$ cat src/rtl/agc_shift_controller.sv
// Automatic gain control: saturating power-of-two gain on a sample stream,
// with the shift stepped by one after each window of accepted samples.
module agc_shift_controller #(
    parameter int WordLengthBits = 12,
    parameter int MaxShift       = 4,
    parameter int WindowLog2     = 8,
    parameter int LowPeak        = 2**(WordLengthBits-3),
    localparam int SW            = $clog2(MaxShift+1)
) (
    input  logic                             clk,
    input  logic                             rst_n,
    input  logic signed [WordLengthBits-1:0] in,
    input  logic                             in_valid,
    output logic signed [WordLengthBits-1:0] out,
    output logic                             out_valid,
    input  logic                             out_ready,
    input  logic                             enable,
    input  logic                             cfg_shift_load,
    input  logic [SW-1:0]                    cfg_shift,
    output logic [SW-1:0]                    shift,
    output logic                             shift_changed
);
    localparam int W = WordLengthBits;
    localparam logic signed [W-1:0] OutMax = {1'b0, {(W-1){1'b1}}};
    localparam logic signed [W-1:0] OutMin = {1'b1, {(W-1){1'b0}}};
    localparam logic [W-1:0]        LowThr = W'(LowPeak);
    localparam logic [SW-1:0]       ShMax  = SW'(MaxShift);

    typedef enum logic [1:0] {DISABLED, MEASURE, DECIDE} state_t;

    state_t                state;
    logic [WindowLog2-1:0] cnt;
    logic [W-1:0]          peak;
    logic                  sat_flag;

    logic                  sat_now;
    logic signed [W-1:0]   out_next;
    logic [W-1:0]          mag;
    logic [W-1:0]          peak_next;
    logic                  sat_next;
    logic [WindowLog2-1:0] cnt_cur;
    logic                  win_end;
    logic [SW-1:0]         load_val;

    // Saturate when any of the bits shifted into the sign position differ from the sign.
    always_comb begin
        sat_now = 1'b0;
        for (int i = 0; i < MaxShift; i++) begin
            if (i < int'(shift) && in[W-2-i] != in[W-1])
                sat_now = 1'b1;
        end
    end

    always_comb begin
        if (sat_now)
            out_next = in[W-1] ? OutMin : OutMax;
        else
            out_next = in <<< shift;
        // Magnitude is unsigned, so |OutMin| = 2**(W-1) fits without wrapping.
        mag       = out_next[W-1] ? (~out_next + 1'b1) : out_next;
        peak_next = (mag > peak) ? mag : peak;
        sat_next  = sat_flag | sat_now;
        // A freshly enabled controller always starts its window from zero.
        cnt_cur   = (state == DISABLED) ? '0 : cnt;
        win_end   = in_valid && (cnt_cur == {WindowLog2{1'b1}});
        load_val  = (cfg_shift > ShMax) ? ShMax : cfg_shift;
    end

    always_ff @(posedge clk or negedge rst_n) begin
        if (!rst_n) begin
            out           <= '0;
            out_valid     <= 1'b0;
            shift         <= '0;
            shift_changed <= 1'b0;
            state         <= DISABLED;
            cnt           <= '0;
            peak          <= '0;
            sat_flag      <= 1'b0;
        end else begin
            shift_changed <= 1'b0;

            if (in_valid) begin
                out       <= out_next;
                out_valid <= 1'b1;
            end else if (out_ready) begin
                out_valid <= 1'b0;
            end

            if (!enable) begin
                state    <= DISABLED;
                cnt      <= '0;
                peak     <= '0;
                sat_flag <= 1'b0;
            end else if (win_end) begin
                // Decision includes the closing sample; the new shift shows during DECIDE.
                state    <= DECIDE;
                cnt      <= '0;
                peak     <= '0;
                sat_flag <= 1'b0;
                if (sat_next && shift != '0) begin
                    shift         <= shift - 1'b1;
                    shift_changed <= 1'b1;
                end else if (!sat_next && peak_next < LowThr && shift < ShMax) begin
                    shift         <= shift + 1'b1;
                    shift_changed <= 1'b1;
                end
            end else if (in_valid) begin
                state    <= MEASURE;
                cnt      <= cnt_cur + 1'b1;
                peak     <= peak_next;
                sat_flag <= sat_next;
            end else begin
                state <= MEASURE;
                cnt   <= cnt_cur;
            end

            // Forced load overrides any same-cycle decision and restarts the window.
            if (cfg_shift_load) begin
                shift         <= load_val;
                shift_changed <= 1'b0;
                cnt           <= '0;
                peak          <= '0;
                sat_flag      <= 1'b0;
                if (enable)
                    state <= MEASURE;
            end
        end
    end
endmodule

$ cat config.mk
export PLATFORM = sky130hd
export DESIGN_NAME = agc_shift_controller
export DESIGN_NICKNAME = d
export VERILOG_FILES = /design/src/rtl/agc_shift_controller.sv
export SDC_FILE = /design/constraint.sdc
export NUM_CORES = 1
export LEC_CHECK = 0
export BUFFER_PORTS_ARGS = -buffer_cell sky130_fd_sc_hd__buf_2
export CAP_MARGIN = 20
export CORE_UTILIZATION = 24
export CTS_BUF_LIST = sky130_fd_sc_hd__clkbuf_2 sky130_fd_sc_hd__clkbuf_4 sky130_fd_sc_hd__clkbuf_8
export CTS_CLUSTER_DIAMETER = 60
export CTS_CLUSTER_SIZE = 25
export DETAILED_ROUTE_END_ITERATION = 8
export PLACE_DENSITY_LB_ADDON = 0.12
export SLEW_MARGIN = 25
export SYNTH_ARGS = -nofsm -noshare
export SYNTH_HDL_FRONTEND = slang
export SYNTH_SLANG_ARGS = --single-unit
export TNS_END_PERCENT = 50
$ cat constraint.sdc
create_clock -name clk -period 6.1 [get_ports clk]
set_input_delay 0.61 -clock clk [delete_from_list [all_inputs] [get_ports clk]]
set_output_delay 0.61 -clock clk [all_outputs]
set_load 0.01 [all_outputs]
==> impl_results.md <==
- Routed WL: roughly 9.1 mm
- Synth Flop Type: dfrtp_1
- VDD IR max: around 0.00011 V
- Post-CTS Resized: 0
- Cell leakage power: around 1.5 nW
- Largest net degree at the start of global routing: roughly 40
- Rows: 42
- Minimum clock period: 5.45 ns
- Reg clk slew, reported paths: around 0.1 ns
- Clk_skew: between 0.015 and 0.02 ns
- WS Path Type: flop to flop
- Ant. Diodes: 0
- Crit-path slowest cell: dfrtp_1
- Vias per inst: 4.95
- Synthesis Warnings: 0
- Final hold slack: 0.286 ns
- Max-cap violations: 0
- Min-delay worst type: input pin to async pin
- Cell Area, Synth: between 3000 and 4000 um2
- Period utilization: between 80% and 90%
- First-pass GRT wire length: ~15 mm
- Mapped Cells: around 350
- EDFF count, synth: 0
- DP HPWL: around 6.9 mm
- Ys async rst share: 100%
- Critical path cell sequence: or2_1 > nor2_4 > o21a_4 > nor2_1 > a21oi_1 > ha_1 > o221ai_2 > or2_4 > o41ai_2 > xor2_1 > ha_1 > nand4_1 > or2_2 > o221a_2 > or3b_1 > o311ai_1 > o21ai_0 > nor3_2 > o221ai_1
- CTS Buf Count: 5
- CTS Buffer Depth: 2
- R2R Path Start: shift[2]$_DFFE_PN0P_
- Hold-fix buffers, CTS: 0
- PortBufs: 37
- Die area: 14000 um2
- Setup crit end kind: flop
- Power per cell area: around 270 nW/um2
- Worst slew pin tran: ~0.8 ns
- Post-CTS setup buffers: 0
- Die width: between 100 and 150 um
- CP max stage delay: 0.56 ns
- DRC: 0
- CP Launch Type: flop
- First-pass DRT Iterations: 4
- Via Count: ~2800
- Final setup fails: 0
- Flops & latches, synth: 40
- Post-synthesis sequential area ratio: around 31%
- Slew margin rel.: 45.6%
- Vias in the first global route: between 2000 and 3000
- Outcome: finished clean
- Mapped Nets: 393
- Crit path DAT: roughly 5.6 ns
- Final setup TNS: 0 ns
- CTS root buf: clkbuf_8
- Unrepaired setup endpoints after global routing: false
- Fill cell count: between 1000 and 1500
- Area delta synth->final: 14.1%
- Worst Setup SP: shift[2]$_DFFE_PN0P_
- Crit path required time: approximately 6.3 ns
- R2R Path End: shift[2]$_DFFE_PN0P_
- # clock sinks: 40
- Initial Util: 24.5%
- H-tree depth: 2
- Count of different cell masters after synthesis: just under 70
- Core area: approximately 13000 um2
- Total gr overflow: 0
- Mean Syn Cell Area: 9.17 um2
- Fmax: approximately 0.18 GHz
- Final Hold Viols: 0
- Initial antenna violation count: 0
- Io pins: 38
- Share of cells above drive strength 1: a little over a fifth
- TritonCTS clock tree: done
- Die H: between 100 and 150 um
- Slew Limit Fails: 0
- Final net count: 426
- Overall power: approximately 1 mW
- Routability Congestion: approximately 0.8
- Worst reg-to-reg path cell count: 19
- DRT iter0 DRCs: approximately 130
- WL/cell: around 16 um
- R2R Setup Slk: between 0.6 and 0.7 ns
- GRT Total Usage: a little over an eighth
- Max FO, Critical Path: 13
- Clk Latency, worst-skew pair: a little over 0.3 ns
- Antenna Violating Nets Remaining: 0
- Most frequent CP cell: ha_1
## cell type report
cell class	count	area (um2)	area share [%]
sequential	40	1000	27.0
clock buffer	5	68.8	1.86
clock inverter	3	46.3	1.25
multi-input combinational	277	2060	55.7
timing repair buffer	42	225	6.08
tap	176	220	5.94
inverter	21	78.8	2.13
## metal layers
metal  track usage (%)  part of all wire, %
met5                 0                    0
met4              4.73                  1.7
met3              1.88                  3.1
met2              21.9                   46
met1              18.7                   49
## cell usage in the layout, fill, tap and decap left out, drive strengths merged, types with 3 or more instances in the layout
cell    count
buf        42
nand4       9
or2         7
o221ai      3
clkbuf      5
and2        5
dfrtp      40
mux4        7
nor2       45
a21o        5
o21a        3
inv        22
a211oi      4
nand2      23
ha         18
xor2        7
nand3      14
and3        4
nand3b      3
nor3        8
xnor2       9
nand2b      3
a21oi      31
mux2        6
mux2i      20
o21ai      11
## metrics by stage
step	setup WS (ns)	util, %	std cells	instance area, um2
floorplan	1.20	-	354	3250
global placement	0.658	27.1	556	3590
detailed placement	0.538	27.1	556	3590
CTS	0.604	28.0	564	3700
global route	0.278	28.0	564	3700
finish	0.655	28.0	564	3700
## cells in the mapped netlist (3+ instances only)
library cell / instances / area share, %
mux4_2: 7 / 4.9
buf_6: 3 / 1.0
ha_1: 18 / 6.9
xnor2_1: 9 / 2.4
inv_1: 20 / 2.3
dfrtp_1: 40 / 31
nand2_1: 23 / 2.7
a21oi_1: 30 / 4.6
and2_1: 5 / 0.96
o21ai_0: 8 / 1.2
mux2i_1: 18 / 5.5
xor2_1: 7 / 1.9
a21o_1: 5 / 1.2
nor3_1: 6 / 0.92
nand4_1: 9 / 1.7
buf_2: 3 / 0.46
nand3_1: 14 / 2.2
clkbuf_1: 7 / 0.81
nor2_1: 44 / 5.1
and3_1: 4 / 0.77
mux2_2: 5 / 1.7
nand3b_1: 3 / 0.69
a211oi_1: 4 / 0.92
nand2b_1: 3 / 0.58
## registers in the layout, indices dropped and copies added, names as in the netlist
signal / cells
peak: 12
sat_flag: 1
out_valid: 1
shift_changed: 1
out: 12
cnt: 8
shift: 3
state: 2
## where the power goes
part	total [mW]	switching, mW	internal [mW]	leakage (nW)
clock	0.235	0.112	0.123	0.0548
combinational	0.460	0.274	0.186	0.975
sequential	0.308	0.0172	0.291	0.516
## how the worst max path moves through the flow
stage / end / cells past startpoint
2_1_floorplan: shift[2]$_DFFE_PN0P_ / 20
3_3_place_gp: shift[2]$_DFFE_PN0P_ / 20
3_5_place_dp: shift[2]$_DFFE_PN0P_ / 20
4_1_cts: shift[2]$_DFFE_PN0P_ / 19
5_1_grt: shift[2]$_DFFE_PN0P_ / 21
6_report: shift[2]$_DFFE_PN0P_ / 19
## worst max-delay path: cells and delay by family (launching register included)
kind            cells  cell delay (ns)
compound gates      8             2.02
simple gates        8             2.01
fa+ha+maj           2             0.59
flops               1             0.56
xor+xnor            1             0.15
## cells by family after synthesis
kind of cell | Yosys count | synth area share (%)
mux | 33 | 13.7
flops | 40 | 30.8
buf+inv | 37 | 5.59
simple gates | 126 | 19.2
fa+ha+maj | 18 | 6.94
xor+xnor | 16 | 4.32
compound gates | 84 | 19.5
Power figures use the tool's default switching activity.
